<file path="src/rtl/multicycle_controller.sv">
// Main control FSM for a multi-cycle RV32I core (R-type, lw, sw, beq) sharing one
// memory port and one ALU; waits on a memory ready handshake and faults on bad opcodes or timeouts.
module multicycle_controller #(
    parameter int unsigned TIMEOUT = 15,
    parameter int unsigned CNT_W   = 4
) (
    input  logic       clk,
    input  logic       reset,
    input  logic [6:0] opcode,
    input  logic       zero,
    input  logic       mem_ready,
    output logic       pcWrite,
    output logic       pcSrc,
    output logic       irWrite,
    output logic       adrSrc,
    output logic       memRead,
    output logic       memWrite,
    output logic       regWrite,
    output logic       memToReg,
    output logic [1:0] ALUsrcA,
    output logic [1:0] ALUsrcB,
    output logic [1:0] ALUop,
    output logic       instr_done,
    output logic       fault,
    output logic [3:0] state_o
);

    typedef enum logic [3:0] {
        S_IDLE     = 4'd0,
        S_FETCH    = 4'd1,
        S_DECODE   = 4'd2,
        S_MEMADR   = 4'd3,
        S_MEMREAD  = 4'd4,
        S_MEMWB    = 4'd5,
        S_MEMWRITE = 4'd6,
        S_EXECR    = 4'd7,
        S_ALUWB    = 4'd8,
        S_BEQ      = 4'd9,
        S_FAULT    = 4'd10
    } state_t;

    localparam logic [6:0] OP_LW    = 7'b0000011;
    localparam logic [6:0] OP_SW    = 7'b0100011;
    localparam logic [6:0] OP_RTYPE = 7'b0110011;
    localparam logic [6:0] OP_BEQ   = 7'b1100011;

    localparam logic [1:0] SRCA_PC    = 2'b00;
    localparam logic [1:0] SRCA_OLDPC = 2'b01;
    localparam logic [1:0] SRCA_RS1   = 2'b10;
    localparam logic [1:0] SRCB_RS2   = 2'b00;
    localparam logic [1:0] SRCB_IMM   = 2'b01;
    localparam logic [1:0] SRCB_FOUR  = 2'b10;
    localparam logic [1:0] ALU_ADD    = 2'b00;
    localparam logic [1:0] ALU_SUB    = 2'b01;
    localparam logic [1:0] ALU_FUNCT  = 2'b10;

    localparam logic [CNT_W-1:0] CNT_LAST = CNT_W'((TIMEOUT == 0) ? 0 : TIMEOUT - 1);
    localparam logic [CNT_W-1:0] CNT_MAX  = '1;

    state_t             state_q, state_d;
    logic [CNT_W-1:0]   cnt_q, cnt_d;
    logic               wait_state;
    logic               stalled;
    logic               timeout_hit;

    // Only the three memory-facing states can stall on mem_ready.
    assign wait_state  = (state_q == S_FETCH) || (state_q == S_MEMREAD) ||
                         (state_q == S_MEMWRITE);
    assign stalled     = wait_state && !mem_ready;
    assign timeout_hit = (TIMEOUT != 0) && stalled && (cnt_q == CNT_LAST);

    // NOTE: sequential state uses non-blocking assignments so every register
    // samples the pre-edge values of the others.
    always_ff @(posedge clk) begin
        if (reset) begin
            state_q <= S_IDLE;
            cnt_q   <= '0;
        end else begin
            state_q <= state_d;
            cnt_q   <= cnt_d;
        end
    end

    // NOTE: next-state and counter get defaults first so no path infers a latch.
    always_comb begin
        state_d = state_q;
        unique case (state_q)
            S_IDLE:     state_d = S_FETCH;
            S_FETCH: begin
                if (mem_ready)        state_d = S_DECODE;
                else if (timeout_hit) state_d = S_FAULT;
            end
            S_DECODE: begin
                unique case (opcode)
                    OP_LW, OP_SW: state_d = S_MEMADR;
                    OP_RTYPE:     state_d = S_EXECR;
                    OP_BEQ:       state_d = S_BEQ;
                    default:      state_d = S_FAULT;
                endcase
            end
            S_MEMADR:   state_d = (opcode == OP_LW) ? S_MEMREAD : S_MEMWRITE;
            S_MEMREAD: begin
                if (mem_ready)        state_d = S_MEMWB;
                else if (timeout_hit) state_d = S_FAULT;
            end
            S_MEMWB:    state_d = S_FETCH;
            S_MEMWRITE: begin
                if (mem_ready)        state_d = S_FETCH;
                else if (timeout_hit) state_d = S_FAULT;
            end
            S_EXECR:    state_d = S_ALUWB;
            S_ALUWB:    state_d = S_FETCH;
            S_BEQ:      state_d = S_FETCH;
            S_FAULT:    state_d = S_FAULT;
            default:    state_d = S_FAULT;
        endcase

        // Counter restarts on every state entry and saturates rather than wrapping.
        cnt_d = cnt_q;
        if (state_d != state_q) begin
            cnt_d = '0;
        end else if (stalled && (cnt_q != CNT_MAX)) begin
            cnt_d = cnt_q + CNT_W'(1);
        end
    end

    always_comb begin
        pcWrite    = 1'b0;
        pcSrc      = 1'b0;
        irWrite    = 1'b0;
        adrSrc     = 1'b0;
        memRead    = 1'b0;
        memWrite   = 1'b0;
        regWrite   = 1'b0;
        memToReg   = 1'b0;
        ALUsrcA    = SRCA_PC;
        ALUsrcB    = SRCB_RS2;
        ALUop      = ALU_ADD;
        instr_done = 1'b0;
        fault      = 1'b0;
        unique case (state_q)
            S_FETCH: begin
                memRead = 1'b1;
                ALUsrcB = SRCB_FOUR;
                irWrite = mem_ready;
                pcWrite = mem_ready;
            end
            S_DECODE: begin
                ALUsrcA = SRCA_OLDPC;
                ALUsrcB = SRCB_IMM;
            end
            S_MEMADR: begin
                ALUsrcA = SRCA_RS1;
                ALUsrcB = SRCB_IMM;
            end
            S_MEMREAD: begin
                adrSrc  = 1'b1;
                memRead = 1'b1;
            end
            S_MEMWB: begin
                regWrite   = 1'b1;
                memToReg   = 1'b1;
                instr_done = 1'b1;
            end
            S_MEMWRITE: begin
                adrSrc     = 1'b1;
                memWrite   = 1'b1;
                instr_done = mem_ready;
            end
            S_EXECR: begin
                ALUsrcA = SRCA_RS1;
                ALUop   = ALU_FUNCT;
            end
            S_ALUWB: begin
                regWrite   = 1'b1;
                instr_done = 1'b1;
            end
            S_BEQ: begin
                ALUsrcA    = SRCA_RS1;
                ALUop      = ALU_SUB;
                pcSrc      = 1'b1;
                pcWrite    = zero;
                instr_done = 1'b1;
            end
            S_FAULT:    fault = 1'b1;
            default:    ;
        endcase
    end

    assign state_o = state_q;

endmodule
</file>
<file path="config.mk">
export PLATFORM = sky130hd
export DESIGN_NAME = multicycle_controller
export DESIGN_NICKNAME = d
export VERILOG_FILES = /design/src/rtl/multicycle_controller.sv
export SDC_FILE = /design/constraint.sdc
export NUM_CORES = 1
export LEC_CHECK = 0
export CAP_MARGIN = 20
export CORE_ASPECT_RATIO = 0.7
export CORE_UTILIZATION = 39
export CTS_CLUSTER_SIZE = 30
export DETAILED_ROUTE_END_ITERATION = 6
export PLACE_DENSITY = 0.73
export SLEW_MARGIN = 20
export SYNTH_ARGS = -nofsm -noshare
export SYNTH_HDL_FRONTEND = slang
export SYNTH_SLANG_ARGS = --single-unit
</file>
<file path="constraint.sdc">
create_clock -name clk -period 1.5 [get_ports clk]
set_clock_uncertainty 0.1 [all_clocks]
set_input_delay 0.15 -clock clk [delete_from_list [all_inputs] [get_ports clk]]
set_output_delay 0.15 -clock clk [all_outputs]
set_load 0.1 [all_outputs]
</file>
==> metrics, run 1 <==
status=stopped before the end; Stop stage=clock tree synthesis; first logged error message=[ERROR DPL-0038] Utilization greater than 100%, impossible to legalize; I/O Buffers=30; number of hold buffers added after CTS=0; post-synth top area cell=sky130_fd_sc_hd__dfxtp_1; Net Count, Synth=122; worst-case clock buffer depth=2; share of synthesized cell area in full adder, half adder and majority cells=under 10%; number of setup buffers added after CTS=15; synthesized netlist cell count=109; number of clock sinks=8; post-synth cell types=43; share of cell area taken by muxes after synthesis=5.15%; leading cell types by total area after synthesis=sky130_fd_sc_hd__dfxtp_1, sky130_fd_sc_hd__nand2b_1, sky130_fd_sc_hd__nor2_1, sky130_fd_sc_hd__buf_6, sky130_fd_sc_hd__nand2_1; top cell type's share of synthesized area=a little under 20%; post-cts sizing count=45; HPWL Detailed=2720 um; combinational family with the most area after synthesis=simple AND/OR/NAND/NOR gates; number of enable flip-flop cells after synthesis=0; commonest register cell after synthesis=sky130_fd_sc_hd__dfxtp_1; share of the synthesized netlist area taken by xor and xnor gates=1.06%; flop and latch count out of synthesis=8; Initial Utilization=between 40 and 50%; weighted congestion at the end of routability-driven global placement=roughly 0.97; ports placed on the boundary=31; post-synth design cell area=826 um^2; sequential-to-total area share from yosys stat=19.4%; proportion of synthesized flip-flops having asynchronous set or reset=0%; synthesized-area fraction occupied by ao, oa, aoi and oai cells=25.5%; simple-gate share of the synthesized area=around a third; CTS Root Cell=sky130_fd_sc_hd__clkbuf_4; mean cell area of the mapped netlist=7.58 um^2; Die X-Extent=57 um; count of yosys warnings during synthesis=0; number of buffers created by CTS=3; site row count=13; post-placement worst setup slack=-428 ps; maximum level of the CTS H-tree=1; floorplan die height=40.5 um
cells by family after synthesis:
kind of cell	count (synthesis)
compound gates	26
xor+xnor	1
fa+ha+maj	3
buf+inv	13
flops	8
mux	3
simple gates	55
per-stage QoR:
stage | area, um^2 | cells | hold slack (ps) | utilization (%) | TNS (ps)
after floorplan | 1000 | 109 | 109 | - | -9140
after detailed placement | 1760 | 194 | 543 | 91.5 | -3220
after global placement | 1760 | 194 | 474 | 91.5 | -2600
cells in the mapped netlist (all sizes together) (2+ instances only):
master,instances
buf,5
nor2,15
a21oi,8
o21ai,4
a22oi,2
nor3,8
ha,2
nand2b,10
mux2i,3
a21o,2
dfxtp,8
inv,7
nand3,3
nand2,10
==> inputs of run 2 (changes only) <==
CORE_AREA = 2 2 63 65   (was unset)
CORE_ASPECT_RATIO = unset   (was 0.7)
CORE_UTILIZATION = unset   (was 39)
CTS_CLUSTER_SIZE = unset   (was 30)
DIE_AREA = 0 0 65 67   (was unset)
PLACE_DENSITY = unset   (was 0.73)
PLACE_DENSITY_LB_ADDON = 0.15   (was unset)
clock period = 2 ns   (was 1.5 ns; I/O delays follow)
==> run 2 against run 1 <==
  * The run now ends clean
  * Synthesized area unchanged
  * Synthesized cell count unchanged
==> metrics, run 2 <==
mean cell area of the mapped netlist=7.58 um^2; max-capacitance violation count=0; Area Growth Syn to Fin=80.6%; Post-Route Setup TNS=0 ps; switching share of power=51.4%; number of hold-slack violations in the final timing report=0; maximum level of the CTS H-tree=1; final setup vio count=0; launch instance of the worst register-to-register path=state_o[2]$_SDFF_PP0_; synthesized netlist cell count=around 110; number of iterations in the first detailed-routing pass=4; Die X-Extent=65 um; HPWL Detailed=2200 um; flop and latch count out of synthesis=8; transition time at the pin with the least slew margin=395 ps; Initial Utilization=22.9%; class of the tightest hold or removal check=register to register; floorplan die height=67 um; Worst Path Required=1700 ps; initial drt markers=15; Core Box Area=3610 um^2; number of global-route vias before repair=~860; largest fanout of any net on the critical path=12; post-synth top area cell=sky130_fd_sc_hd__dfxtp_1; crit path capture type=output port; Net Count, Synth=122; sequential-to-total area share from yosys stat=about a fifth; fmax=~530 MHz; total global routing overflow=0; status=finished clean; switching component of the power=0.000624 W; most frequent standard cell in the layout excluding fill and tap cells=sky130_fd_sc_hd__buf_12; number of remaining DRC errors=0; site row count=22; start point of the critical path=state_o[2]$_SDFF_PP0_; clock latency on the worst-skew pair=roughly 230 ps; fillers=354; worst-case clock buffer depth=2; share of power burned in the clock network=16.7%; wire length after detailed routing=roughly 2500 um; Lkg Pwr=0.535 nW; post-synth design cell area=between 800 and 900 um^2; tightest slew margin relative to the limit=73.6%; Int Pwr=0.000590 W; leading cell types by total area after synthesis=sky130_fd_sc_hd__dfxtp_1, sky130_fd_sc_hd__nand2b_1, sky130_fd_sc_hd__nor2_1, sky130_fd_sc_hd__buf_6, sky130_fd_sc_hd__nand2_1; CTS tree=yes; global-route wire length before repair=roughly 4200 um; initial antenna violation count=0; number of enable flip-flop cells after synthesis=0; nets=about 160; largest net degree at the start of global routing=17; ports placed on the boundary=31; global-route usage over all layers=12.6%; area enclosed by the die boundary=4360 um^2; Post-Route Utilization=41.4%; count of yosys warnings during synthesis=0; per-cell via count in the routed design=4.79; Routed Antenna Nets=0; Worst-path clk slew=approximately 50 ps; Slew Limit Fails=0; post-synth cell types=43; Via Count=~910; part of the total power dissipated in combinational logic=65.0%; endpoint arrival time on the critical path=1600 ps; dominant cell by count in the synthesized netlist=sky130_fd_sc_hd__nor2_1; share of layout cells above drive strength 1=41.1%; CTS Root Cell=sky130_fd_sc_hd__clkbuf_8; power density over the cells=814 nW/um^2; combined area of the multi-input logic cells=701 um^2; proportion of synthesized flip-flops having asynchronous set or reset=0%; commonest cells after routing, fill and taps aside=sky130_fd_sc_hd__buf_12, sky130_fd_sc_hd__clkdlybuf4s50_1, sky130_fd_sc_hd__nand2b_1, sky130_fd_sc_hd__buf_4; number of buffers created by CTS=3; portion of total power attributed to sequential cells=between 10% and 20%; hold path start=cnt_q[1]$_SDFFE_PP0P_; most frequent cells after synthesis=sky130_fd_sc_hd__nor2_1, sky130_fd_sc_hd__nand2_1, sky130_fd_sc_hd__nand2b_1; top cell type's share of synthesized area=19.4%; setup repair after global routing missed its margin=false; Period Utilization, post-route=95.0%; Min Clock Period, post-route=1900 ps; weighted congestion at the end of routability-driven global placement=between 0.8 and 0.9; I/O Buffers=30; commonest register cell after synthesis=sky130_fd_sc_hd__dfxtp_1; detail-routed net length per standard cell=about 13 um; area taken by flip-flops and latches=175 um^2; number of clock sinks=8; worst vdd rail ir drop=0.233 mV; antenna cell count=0; number of hold buffers added after CTS=0; sort of element at the start of the critical path=register; Crit Path Category=register to output port
[run 2: cell counts after synthesis]
No cell type changed its count.
[run 2: path summary, 6_finish.rpt]
path                                 to  slack [ps]  cells past startpoint
setup / recovery                irWrite         100                      5
hold / removal    cnt_q[1]$_SDFFE_PP0P_         490                      2
setup reg to reg  cnt_q[3]$_SDFFE_PP0P_         200                      4
hold reg to reg   cnt_q[1]$_SDFFE_PP0P_         490                      2
[run 2: through the flow]
step           hold slack, ps  setup slack [ps]  area, um^2  cells  power (W)
2_1_floorplan             159              -300         971    109   0.000795
3_3_place_gp              488              51.7        1440    185    0.00101
3_5_place_dp              493             -20.7        1440    185    0.00102
4_1_cts                   501              64.2        1490    189    0.00123
5_1_grt                   527              24.0        1490    189    0.00127
6_report                  492              99.9        1490    189    0.00121
[run 2: what timing repair did]
action,4_1_cts,5_1_grt
buffers inserted,0,0
resized for setup,0,1
endpoints found under the setup margin,0,1
hold endpoints to repair,0,0
[run 2: critical path, stage by stage, from the launching register on]
cell and delay, ps:
sky130_fd_sc_hd__dfxtp_4 380, sky130_fd_sc_hd__or2_1 380, sky130_fd_sc_hd__nor2_4 250, sky130_fd_sc_hd__nand2_4 100
sky130_fd_sc_hd__clkinvlp_4 90, sky130_fd_sc_hd__buf_12 160
[run 2: kinds of logic (layout without fill, tap and decap cells)]
group	after synthesis	count (layout)	synth area share (%)
simple gates	55	55	34.7
compound gates	26	26	25.5
buf+inv	13	45	10.0
flops	8	8	19.4
fa+ha+maj	3	3	4.24
mux	3	3	5.15
xor+xnor	1	1	1.06
[run 2: power groups by stage]
| stage | sequential (W) | clock [W] | combinational, W |
|---|---|---|---|
| floorplan | 0.000265 | 0 | 0.000530 |
| global placement | 0.000225 | 0 | 0.000786 |
| detailed placement | 0.000225 | 0 | 0.000791 |
| CTS | 0.000223 | 0.000214 | 0.000792 |
| global route | 0.000228 | 0.000221 | 0.000821 |
| finish | 0.000223 | 0.000203 | 0.000789 |
[run 2: layout make-up]
type	instances	share of cell area [%]
Multi-Input combinational cell	88	47.0
Clock buffer	4	3.02
Sequential cell	8	11.7
Timing Repair Buffer	34	32.2
Tap cell	48	4.03
Inverter	7	2.01
[run 2: metal layers]
metal / share of wire [%] / GRT usage [%] / vias to the layer above
met5: 0 / 0 / -
met4: 0.59 / 3.19 / 0
met3: 4.4 / 2.36 / 2
met2: 55 / 24.2 / 18
met1: 40 / 14.0 / 429
li1: - / - / 456
Power figures use the tool's default switching activity.
==> inputs of run 3 (changes only) <==
CTS_CLUSTER_DIAMETER = 30   (was unset)
==> results of run 3 <==
The final DEF is identical to that of run 2; final timing and power are the same.
